File: src/rtl/cim_io_scheduler.sv
// cim_io_scheduler
// Runs one CIM job end to end. Host words are streamed into the input FIFO bank
// in BURST-sized chunks, round-robin over all input FIFOs, for cfg_passes sweeps.
// The CIM array is then started, and the scheduler waits for completion. Finally
// the output FIFOs are drained round-robin onto a single valid/ready stream.
module cim_io_scheduler #(
    parameter int DATA_IN_WIDTH  = 36,
    parameter int DATA_OUT_WIDTH = 32,
    parameter int N_IFIFO        = 16,
    parameter int N_OFIFO        = 2,
    parameter int BURST          = 4,
    parameter int PASS_W         = 8,
    localparam int SRC_W         = $clog2(N_OFIFO)
) (
    input  logic                      clk,
    input  logic                      rst,
    input  logic                      i_start,
    input  logic [PASS_W-1:0]         i_cfg_passes,
    output logic                      o_busy,
    output logic                      o_job_done,
    input  logic                      i_in_valid,
    input  logic [DATA_IN_WIDTH-1:0]  i_in_data,
    output logic                      o_in_ready,
    input  logic [N_IFIFO-1:0]        i_ififo_full,
    output logic [N_IFIFO-1:0]        o_ififo_wr_en,
    output logic [DATA_IN_WIDTH-1:0]  o_ififo_wr_data,
    output logic                      o_cim_start,
    input  logic                      i_cim_done,
    input  logic [N_OFIFO-1:0]        i_ofifo_empty,
    output logic [N_OFIFO-1:0]        o_ofifo_rd_en,
    input  logic [DATA_OUT_WIDTH-1:0] i_ofifo_rd_data,
    output logic                      o_out_valid,
    output logic [DATA_OUT_WIDTH-1:0] o_out_data,
    output logic [SRC_W-1:0]          o_out_src,
    input  logic                      i_out_ready
);

    localparam int IDX_W  = $clog2(N_IFIFO);
    localparam int BEAT_W = (BURST > 1) ? $clog2(BURST) : 1;
    localparam logic [BEAT_W-1:0] BEAT_LAST = BEAT_W'(BURST - 1);
    localparam logic [IDX_W-1:0]  IDX_LAST  = IDX_W'(N_IFIFO - 1);

    typedef enum logic [2:0] {
        S_IDLE  = 3'd0,
        S_LOAD  = 3'd1,
        S_FIRE  = 3'd2,
        S_WAIT  = 3'd3,
        S_DRAIN = 3'd4,
        S_DONE  = 3'd5
    } state_t;

    state_t                    r_state;
    logic [PASS_W-1:0]         r_passes;
    logic [PASS_W-1:0]         r_pass;
    logic [IDX_W-1:0]          r_idx;
    logic [BEAT_W-1:0]         r_beat;
    logic [SRC_W-1:0]          r_rr;
    logic [SRC_W-1:0]          r_sel;
    logic                      r_pend;
    logic                      r_busy;
    logic                      r_job_done;
    logic                      r_cim_start;
    logic                      r_out_valid;
    logic [DATA_OUT_WIDTH-1:0] r_out_data;
    logic [SRC_W-1:0]          r_out_src;

    logic                      w_in_ready;
    logic                      w_accept;
    logic [N_IFIFO-1:0]        w_wr_en;
    logic                      w_found;
    logic [SRC_W-1:0]          w_sel;
    logic                      w_issue;
    logic [N_OFIFO-1:0]        w_rd_en;

    // Load handshake: the current target FIFO accepts a word whenever it is not full
    always_comb begin
        w_in_ready = 1'b0;
        w_accept   = 1'b0;
        w_wr_en    = '0;
        if (r_state == S_LOAD) begin
            w_in_ready     = ~i_ififo_full[r_idx];
            w_accept       = i_in_valid & w_in_ready;
            w_wr_en[r_idx] = w_accept;
        end else begin
            w_in_ready = 1'b0;
        end
    end

    // Round-robin pick of the first non-empty output FIFO starting at r_rr
    always_comb begin
        w_found = 1'b0;
        w_sel   = '0;
        for (int i = 0; i < N_OFIFO; i++) begin
            logic [SRC_W-1:0] cand;
            cand = r_rr + SRC_W'(i);
            if (!w_found && !i_ofifo_empty[cand]) begin
                w_found = 1'b1;
                w_sel   = cand;
            end else begin
                w_found = w_found;
            end
        end
    end

    // Read issue: one read in flight, only when the output register is free or being freed
    always_comb begin
        w_rd_en = '0;
        w_issue = (r_state == S_DRAIN) && !r_pend && (!r_out_valid || i_out_ready) && w_found;
        if (w_issue) begin
            w_rd_en[w_sel] = 1'b1;
        end else begin
            w_rd_en = '0;
        end
    end

    // Job sequencer: state, counters, pulses and the registered output stream
    always_ff @(posedge clk or negedge rst) begin
        if (!rst) begin
            r_state     <= S_IDLE;
            r_passes    <= '0;
            r_pass      <= '0;
            r_idx       <= '0;
            r_beat      <= '0;
            r_rr        <= '0;
            r_sel       <= '0;
            r_pend      <= 1'b0;
            r_busy      <= 1'b0;
            r_job_done  <= 1'b0;
            r_cim_start <= 1'b0;
            r_out_valid <= 1'b0;
            r_out_data  <= '0;
            r_out_src   <= '0;
        end else begin
            r_cim_start <= 1'b0;
            r_job_done  <= 1'b0;
            case (r_state)
                S_IDLE: begin
                    if (i_start) begin
                        r_passes <= i_cfg_passes;
                        r_pass   <= '0;
                        r_idx    <= '0;
                        r_beat   <= '0;
                        r_busy   <= 1'b1;
                        if (i_cfg_passes == '0) begin
                            r_state     <= S_FIRE;
                            r_cim_start <= 1'b1;
                        end else begin
                            r_state <= S_LOAD;
                        end
                    end
                end
                S_LOAD: begin
                    if (w_accept) begin
                        if (r_beat == BEAT_LAST) begin
                            r_beat <= '0;
                            if (r_idx == IDX_LAST) begin
                                r_idx <= '0;
                                if (r_pass == r_passes - PASS_W'(1)) begin
                                    r_state     <= S_FIRE;
                                    r_cim_start <= 1'b1;
                                end else begin
                                    r_pass <= r_pass + PASS_W'(1);
                                end
                            end else begin
                                r_idx <= r_idx + IDX_W'(1);
                            end
                        end else begin
                            r_beat <= r_beat + BEAT_W'(1);
                        end
                    end
                end
                S_FIRE: begin
                    r_state <= S_WAIT;
                end
                S_WAIT: begin
                    if (i_cim_done) begin
                        r_state <= S_DRAIN;
                    end
                end
                S_DRAIN: begin
                    if (r_pend) begin
                        // FIFO data arrives one cycle after the read enable
                        r_out_data  <= i_ofifo_rd_data;
                        r_out_src   <= r_sel;
                        r_out_valid <= 1'b1;
                        r_pend      <= 1'b0;
                    end else begin
                        if (r_out_valid && i_out_ready) begin
                            r_out_valid <= 1'b0;
                        end
                        if (w_issue) begin
                            r_pend <= 1'b1;
                            r_sel  <= w_sel;
                            r_rr   <= w_sel + SRC_W'(1);
                        end else if (!w_found && !r_out_valid) begin
                            r_state    <= S_DONE;
                            r_job_done <= 1'b1;
                        end
                    end
                end
                S_DONE: begin
                    r_state <= S_IDLE;
                    r_busy  <= 1'b0;
                end
                default: begin
                    r_state <= S_IDLE;
                    r_busy  <= 1'b0;
                end
            endcase
        end
    end

    assign o_busy          = r_busy;
    assign o_job_done      = r_job_done;
    assign o_in_ready      = w_in_ready;
    assign o_ififo_wr_en   = w_wr_en;
    assign o_ififo_wr_data = i_in_data;
    assign o_cim_start     = r_cim_start;
    assign o_ofifo_rd_en   = w_rd_en;
    assign o_out_valid     = r_out_valid;
    assign o_out_data      = r_out_data;
    assign o_out_src       = r_out_src;

endmodule
File: config.mk
export PLATFORM = sky130hd
export DESIGN_NAME = cim_io_scheduler
export DESIGN_NICKNAME = d
export VERILOG_FILES = /design/src/rtl/cim_io_scheduler.sv
export SDC_FILE = /design/constraint.sdc
export NUM_CORES = 1
export LEC_CHECK = 0
export CORE_AREA = 2 2 98 100
export CTS_BUF_LIST = sky130_fd_sc_hd__clkbuf_8
export CTS_CLUSTER_DIAMETER = 30
export DETAILED_ROUTE_END_ITERATION = 12
export DIE_AREA = 0 0 100 102
export PLACE_DENSITY = 0.82
export SKIP_LAST_GASP = 1
export SLEW_MARGIN = 20
export SYNTH_ARGS = -nofsm -noshare
export SYNTH_HDL_FRONTEND = slang
export SYNTH_SLANG_ARGS = --single-unit
File: constraint.sdc
create_clock -name clk -period 2.65 [get_ports clk]
set_input_delay 0.53 -clock clk [delete_from_list [all_inputs] [get_ports clk]]
set_output_delay 0.53 -clock clk [all_outputs]
set_load 0.03 [all_outputs]
---- Yosys cells after proc, flatten, opt, wreduce, memory -nomap -nowiden ----
Cells that the tools add are included.
Widths: inputs -> output; s select.
operators by class
  eq/ne operators ......................... 17
  $add $sub $neg .......................... 6
  reductions and logical operators ........ 27
  order comparisons ....................... 6
  bitwise gates (word level) .............. 5
  multiplexer cells ....................... 61
operator list
  kind                 count
  $mux 8               5
  $mux 1               28
  $mux 3               9
  $and 16x16->16       1
  $mux 16              1
  $mux 4               4
  $pmux 8 s2           1
  $pmux 3 s5           1
  $ne 2x2->1 const B   6
  $mux 2               5
  $reduce_and 9->1     1
  $add 8x1->8 const B  1
  $eq 8x8->1           1
  $logic_and 1x1->1    8
  $logic_not 8->1      1
  $ne 2x1->1 const B   4
  $pmux 4 s2           1
  $reduce_and 2->1     4
  $sub 8x1->8 const B  1
  $eq 3x2->1 const B   2
  $lt 1x2->1 const B   3
  $reduce_and 3->1     2
  $reduce_and 6->1     1
  $lt 4x5->1 const B   1
  other kinds (22)     30
word-level totals
  output and inout port bits .............. 92
  register bits after elaboration ......... 65
  bits of input ports ..................... 100
  logic and storage cells ................. 136

---- Logic depth before layout (Yosys ltp) ----
Gate-level depths: netlist of run 1.
  depth in word-level cells ............... 12
  mapped depth ............................ 9
  depth with buffers taken out ............ 8

---- Worst setup path after synthesis of run 1 ----
No wires, ideal clock.
  path kind ............................... input to output
  from .................................... in i_ififo_full[11]
  to ...................................... out o_ififo_wr_en[3]
  path slack .............................. -0.288 ns
  arrival ................................. 2.408 ns
  path buffers ............................ 1
  cell stages on the path ................. 7
  required time ........................... 2.120 ns
  path through ............................ mux4_2 > a22o_1 > a31o_2 > nor2b_1 > buf_4 > nand2_1 > nor3_1
between the ends
  word-level cells in the longest chain between the ends .. 6
RTL lines
  element                          line  RTL
  start: declaration               24    input logic [N_IFIFO-1:0] i_ififo_full,
  $bmux 1 s4                       81    w_in_ready = ~i_ififo_full[r_idx];
  $mux 1 (not written as such)     81
  $not 1->1                        81
  $and 1x1->1                      82    w_accept = i_in_valid & w_in_ready;
  $and 16x16->16 (no source line)  n/a
  $mux 16                          80    if (r_state == S_LOAD) begin
  end: declaration                 25    output logic [N_IFIFO-1:0] o_ififo_wr_en,
No other way between the ends. The select of a mux whose other input is x is not followed.

---- Final worst setup path of run 1 ----
  from .................................... reg r_idx[3]
  to ...................................... out o_ififo_wr_en[2]
between the ends
  word-level cells in the longest chain between the ends .. 6
  elaborated cells between the ends (all ways) .. 11
  those cells by class .................... order compare (2); mux (5); bitwise (3); reduce/logical (1)
RTL lines
  element                                                                   line    RTL
  start: declaration                                                        55      logic [IDX_W-1:0] r_idx;
  start signal: assignment                                                  165     r_idx <= r_idx + IDX_W'(1);
  $lt 4x5->1 (not written as such) (tied with other cells)                  83      w_wr_en[r_idx] = w_accept;
  $logic_and 1x1->1 (not written as such) / $mux 1 (equally long branches)  83, 81
  $mux 1 (not written as such) / $not 1->1 (equally long branches)          83, 81
  $demux 1 s4 / $and 1x1->1 (equally long branches)                         83, 82
  $and 16x16->16 (no source line) *                                         n/a
  $mux 16 *                                                                 80
Every way passes the cells marked *; elsewhere a longest branch is shown, timed or not. The select of a mux whose other input is x is not followed.

==> results of run 1 <==
## worst register-to-register path: cells and delay by family (launching register included)
kind | cells | cell delay (ns)
compound gates | 2 | 0.32
fa+ha+maj | 1 | 0.22
buf+inv | 1 | 0.21
flops | 1 | 0.44
simple gates | 5 | 1.24
## area by class of cell
type | instances | share of cell area [%]
Inverter | 9 | 0.651
Multi-Input combinational cell | 239 | 35.4
Clock buffer | 10 | 2.65
Tap cell | 111 | 2.68
Sequential cell | 65 | 31.4
Clock inverter | 6 | 1.25
Timing Repair Buffer | 141 | 26.0
## metrics by stage
step	utilization (%)	std cells	cell area (sq um)	setup TNS, ns
after floorplan	-	364	3720	-0.339
after global placement	52.5	562	4780	-5.85
after detailed placement	52.5	562	4780	-6.38
after CTS	56.1	581	5110	-4.06
after global routing	57.0	581	5190	-5.20
final	57.0	581	5190	-3.45
## power groups by stage
stage                     Combinational, mW  Clock, mW  Sequential [mW]
final                                  2.27      0.873             1.65
after global routing                   2.43      0.938             1.69
after CTS                              2.22      0.885             1.64
after detailed placement               2.10          0             1.65
after global placement                 2.04          0             1.63
after floorplan                        1.03          0             1.98
## worst max-delay path by stage
stage	slack, ns	cells after the start	end	start
2_1_floorplan	-0.07	7	o_ififo_wr_en[7]	i_ififo_full[11]
6_report	-0.28	8	o_ififo_wr_en[2]	r_idx[3]
3_3_place_gp	-0.40	9	o_ififo_wr_en[1]	i_ififo_full[11]
4_1_cts	-0.35	8	o_ififo_wr_en[2]	r_idx[3]
3_5_place_dp	-0.43	9	o_ififo_wr_en[0]	i_ififo_full[3]
5_1_grt	-0.40	8	o_ififo_wr_en[2]	r_idx[3]
## registers in the layout, indices dropped and copies added (netlist names)
name and flops:
r_sel 1, o_out_valid 1, o_busy 1, r_rr 1, r_passes 8, o_cim_start 1
r_state 3, r_idx 4, o_job_done 1, r_beat 2, o_out_src 1, r_pend 1
r_pass 8, o_out_data 32
## layer usage
layer | up-vias | wire (um)
met2 | 103 | 5020
met5 | - | 0
met4 | 0 | 233
li1 | 1443 | -
met3 | 26 | 470
met1 | 1502 | 3640
## cells in the final DEF (no fill, tap or decap), drive strengths merged, types with 2 or more instances in the layout
| cell type | synthesis | layout |
|---|---|---|
| clkdlybuf4s50 | 0 | 91 |
| dfrtp | 65 | 65 |
| nand2 | 46 | 46 |
| buf | 47 | 42 |
| mux2 | 34 | 34 |
| nor2 | 26 | 26 |
| o21ai | 16 | 16 |
| nor3 | 12 | 12 |
| clkbuf | 4 | 10 |
| inv | 9 | 10 |
| nand3 | 8 | 8 |
| o31ai | 8 | 8 |
| dlygate4sd2 | 0 | 8 |
| nand4 | 7 | 7 |
| a21oi | 7 | 7 |
| ha | 7 | 7 |
| xnor2 | 6 | 6 |
| and3 | 6 | 6 |
| nor2b | 6 | 6 |
| nor4 | 4 | 4 |
| nand2b | 4 | 4 |
| xor2 | 4 | 4 |
| mux2i | 4 | 4 |
| or4 | 4 | 4 |
| o211ai | 3 | 3 |
| a21o | 3 | 3 |
| or3 | 3 | 3 |
| clkinv | 0 | 3 |
| or2 | 3 | 3 |
| mux4 | 2 | 2 |
## cell families (layout without fill, tap and decap cells)
logic type / count (synthesis) / count (layout)
DFF: 65 / 65
xor gates and xnor gates: 10 / 10
and+or+nand+nor: 136 / 136
AOI/OAI and AO/OA: 46 / 46
muxes: 40 / 40
adders and majority gates: 7 / 7
buffers and inverters: 60 / 166
## what timing repair did
item / CTS / global route
pin swaps: 10 / 7
gates resized for setup: 39 / 16
endpoints found under the setup margin: 18 / 20
setup buffers: 3 / 0
==> out/qor.csv, run 1 <==
metric,value,unit
status,"finished, violations left",
failed_checks,negative setup slack,
cts_tree,built,
crit_fanout,5,
r2r_end,r_pass[5],
track_usage,17.8,%
synth.area.top_cells,"dfrtp_1 (44%), mux2_2 (10%), buf_4 (7.8%), nand2_1 (4.6%), nor2_1 (2.7%)",
grt-busiest-layer,met2,
ys_types,50,
clock_path_buffers,2,
synthAdderAreaFrac,2.39,%
yosys_register_bits,65,
seqCellArea,1630,sq um
io_pins,192,
p_int,2.86,mW
vias_per_cell,5.29,
p_sw,1.94,mW
cp_top_family,multiplexers,
period_needed,2.93,ns
hold_buffers,0,
leakage,2.21,nW
multi_input_area,1840,sq um
drtPass1Iterations,4,
hold_violations,0,
p_comb_share,47.4,%
holdWs,0.310,ns
synth_top_area_share,44.3,%
cp.required,2.12,ns
ant_nets,0,
clockPowerShare,18.2,%
finalSetupViolations,16,
clock-sinks,65,
wl_per_cell,16.1,um
fill_cells,765,
antenna_cells,0,
power_frac_seq,34.4,%
synth_enable_flop_cells,0,
die_area,10200,sq um
synth_compound_area_share,8.59,%
path_buf_inv,2,
cp_cell_sequence,"mux4_2, a22o_1, a31o_2, nor2b_2, buf_6, nand2_4, nor3_2, buf_4",
grt_use_met1,21.1,%
routed_wirelength,9.37,mm
power_density,924,nW/um^2
cts_buffers,9,
final-max-slew-violation-count,0,
cts_root_buf,clkbuf_8,
irDropWorstVdd,0.000597,V
fmax,0.341,GHz
critPathSlowestCell,mux4_2,
insertion_delay,0.36,ns
core,9110,sq um
synth_area_per_cell,10.1,sq um
synth_top_family_by_area,simple AND/OR/NAND/NOR gates,
drv_cap,0,
fin_worst_skew,0.0127,ns
relSlewSlack,38.0,%
synth_area,3670,sq um
gp_congestion,0.881,
gr-total-overflow,0,
grt_pass1_wl,14.5,mm
finalWorstSetupSlack,-0.285,ns
reg2reg_depth,9,
syn-num-nets,471,
critical_path_arrival,2.40,ns
synth_most_common_cell,dfrtp_1,
die_y,102,um
reg2reg_slack,0.15,ns
cp-end-kind,output pin,
critical_path_class,register to output pin,
fin_crit_sh,111,%
grt_pass1_vias,3046,
yosys_warnings,0,
synth_commonest_cells,"dfrtp_1 (65), nand2_1 (45), buf_4 (38), mux2_2 (33), nor2_1 (26)",
synthXorXnorAreaFrac,2.39,%
port_buffers,119,
yosys.area_share.simple,18.8,%
place_ws,-0.433,ns
drt-initial-drc-count,172,
hold_class,primary input to async pin,
async_reset_ff_share,100,%
layout-drive-gt1-share,27.4,%
route.detailed.drc,0,
start_kind,register,
fin_nets,572,
grt.met2_usage,31.3,%
synthFlopType,dfrtp_1,
dieWidth,100,um
syn_inst,364,
grtUsageMet3,4.04,%
rsz0062_at_grt,yes,
vias,3074,
area_delta_synth_final,41.5,%
dpl.hpwl,6.78,mm
worst_pin_slew,0.930,ns
swShare,40.4,%
yosysTopAreaCell,dfrtp_1,
path_clk_slew,0.08,ns
grt_max_degree,44,
antenna_found_initial,0,
crit_path_max_incr_delay,0.50,ns
row_count,35,
reg2reg_from,r_idx[1],
yosysSeqAreaShare,44.3,%
p_total,4.79,mW
initial_utilization,40.3,%
htree_num_levels,3,
muxShareOfSynthArea,12.9,%
No activity file was read; power rests on OpenSTA's default activity.
==> run 2: changes to the inputs <==
- CORE_AREA: 2 2 98 100 -> 8 8 104 106
- DIE_AREA: 0 0 100 102 -> 0 0 112 114
- TNS_END_PERCENT: unset -> 5
- clock period: 2.65 -> 2.7 ns (I/O delays scaled with it)
==> out/qor.csv, run 2 (synthesized netlist as in run 1, its figures left out) <==
metric,value,unit,change
finalWorstSetupSlack,-0.228,ns,was -0.285 ns
core,9110,sq um,unchanged
cts_buffers,9,,unchanged
antenna_found_initial,0,,unchanged
placed_cells,563,,was 562
period_needed,2.93,ns,
start_kind,register,,unchanged
fin_worst_skew,0.0120,ns,was 0.0127 ns
seqCellArea,1630,sq um,about the same
failed_checks,negative setup slack,,unchanged
finalSetupViolations,17,,was 16
initial_utilization,40.3,%,unchanged
cp.required,2.16,ns,was 2.12 ns
clock_path_buffers,2,,unchanged
multi_input_area,1730,sq um,was 1840 sq um
finalNonFillerCells,581,,unchanged
placed_area,4760,sq um,was 4780 sq um
area_delta_synth_final,38.0,%,was 41.5%
insertion_delay,0.34,ns,was 0.36 ns
fin_nets,572,,unchanged
fin_area,5060,sq um,was 5190 sq um
place_ws,-0.408,ns,was -0.433 ns
grt_max_degree,66,,was 44
layout-drive-gt1-share,24.3,%,was 27.4%
power_density,917,nW/um^2,was 924 nW/um^2
cp-end-kind,output pin,,unchanged
holdWs,0.382,ns,was 0.310 ns
track_usage,15.2,%,was 17.8%
row_count,35,,unchanged
leakage,2.22,nW,was 2.21 nW
layout_common_cells,"clkdlybuf4s50_1 (91), dfrtp_1 (65), nand2_1 (41)",,"was clkdlybuf4s50_1 (91), dfrtp_1 (63), nand2_1 (40)"
ant_nets,0,,unchanged
vias_per_cell,5.21,,was 5.29
cts_root_buf,clkbuf_8,,unchanged
critical_path_class,register to output pin,,unchanged
largest_register_ffs,32,,unchanged
antenna_cells,0,,unchanged
dieWidth,112,um,was 100 um
drv_cap,0,,unchanged
io_pins,192,,unchanged
final_common_cell,clkdlybuf4s50_1,,unchanged
relSlewSlack,46.1,%,was 38.0%
hold_class,primary input to async pin,,unchanged
irDropWorstVdd,0.000654,V,was 0.000597 V
vias,3027,,was 3074
crit_fanout,5,,unchanged
fill_cells,768,,was 765
rsz0062_at_grt,yes,,unchanged
port_buffers,119,,unchanged
htree_num_levels,3,,unchanged
gr-total-overflow,0,,unchanged
clock-sinks,65,,unchanged
hold_buffers,0,,unchanged
fin_crit_sh,108,%,
route.detailed.drc,0,,unchanged
grt_pass1_vias,3155,,was 3046
cts_tree,built,,unchanged
wl_per_cell,16.9,um,was 16.1 um
die_y,114,um,was 102 um
setup_tns,-3.23,ns,was -3.45 ns
gp_congestion,0.890,,was 0.881
routed_wirelength,9.84,mm,was 9.37 mm
path_clk_slew,0.07,ns,was 0.08 ns
final-max-slew-violation-count,0,,unchanged
drt-initial-drc-count,175,,was 172
hold_violations,0,,unchanged
fmax,0.342,GHz,
critical_path_arrival,2.39,ns,was 2.40 ns
drtPass1Iterations,4,,unchanged
worst_pin_slew,0.808,ns,was 0.930 ns
grt_pass1_wl,15.7,mm,was 14.5 mm
dpl.hpwl,7.60,mm,was 6.78 mm
status,"finished, violations left",,unchanged
die_area,12800,sq um,was 10200 sq um
## run 2: cell count changes in the layout (fill, tap and decap cells not counted), moves of 2 or more
| cell | change |
|---|---|
| nand2_8 | -2 |
| dfrtp_2 | -2 |
| nand2_4 | +2 |
| nor2_1 | +8 |
| nor2_2 | +3 |
| nor2_4 | -11 |
| buf_4 | +11 |
| dfrtp_1 | +2 |
| buf_6 | -12 |
## run 2: final timing paths
| path | start | to | slack, ns | cells after the start |
|---|---|---|---|---|
| max in group asynchronous | rst | o_out_data[18] | 1.79 | 2 |
| hold / removal | rst | o_out_data[11] | 0.38 | 2 |
| hold reg to reg | r_sel | r_sel | 0.49 | 1 |
| min in group clk | r_sel | r_sel | 0.49 | 1 |
| setup / recovery | r_idx[3] | o_ififo_wr_en[5] | -0.23 | 8 |
| setup reg to reg | r_idx[1] | r_pass[7] | 0.12 | 9 |
## run 2: where the power goes
part | internal, mW | switching [mW] | leakage [nW] | total, mW
clock network | 0.540 | 0.365 | 0.117 | 0.905
registers | 1.31 | 0.303 | 0.791 | 1.61
logic | 0.996 | 1.13 | 1.31 | 2.12
## run 2: area by class of cell
cell class | instances | share of cell area (%)
multi-input cells | 239 | 34.1
flip-flops and latches | 65 | 32.1
repair buffers | 141 | 26.0
well taps | 111 | 2.74
clock buffers | 10 | 2.72
clock inverters | 6 | 1.63
inverters | 9 | 0.667
## run 2: metrics by stage
stage / power, mW / utilization, %
after floorplan: 2.94 / -
after global placement: 3.61 / 52.3
after detailed placement: 3.68 / 52.3
after CTS: 4.65 / 55.1
after global routing: 4.92 / 55.6
final: 4.64 / 55.6
## run 2: per-layer routing
metal / vias to the layer above / wire length (um) / global-route usage (%)
met4: 0 / 107 / 5.31
li1: 1444 / - / -
met3: 21 / 719 / 4.86
met1: 1463 / 3760 / 16.1
met5: - / 0 / 0
met2: 99 / 5260 / 27.9
## run 2: what timing repair did
| item | CTS | global route |
|---|---|---|
| gates resized for setup | 16 | 12 |
| setup buffers | 2 | 0 |
| pin swaps | 5 | 2 |
| endpoints found under the hold margin | 0 | 0 |
| setup endpoints to repair | 17 | 21 |
## run 2: critical path, cell delays in order (launching register included)
cell	delay, ns
dfrtp_1	0.41
mux4_2	0.52
a22o_1	0.24
a31o_2	0.23
nor2b_2	0.12
buf_6	0.16
nand2_4	0.08
nor2_2	0.14
buf_6	0.15
==> run 3: changes to the inputs <==
- HOLD_SLACK_MARGIN: unset -> 0.1
==> results of run 3 <==
Same layout as run 2: the final DEF is identical, and so are final timing and power.
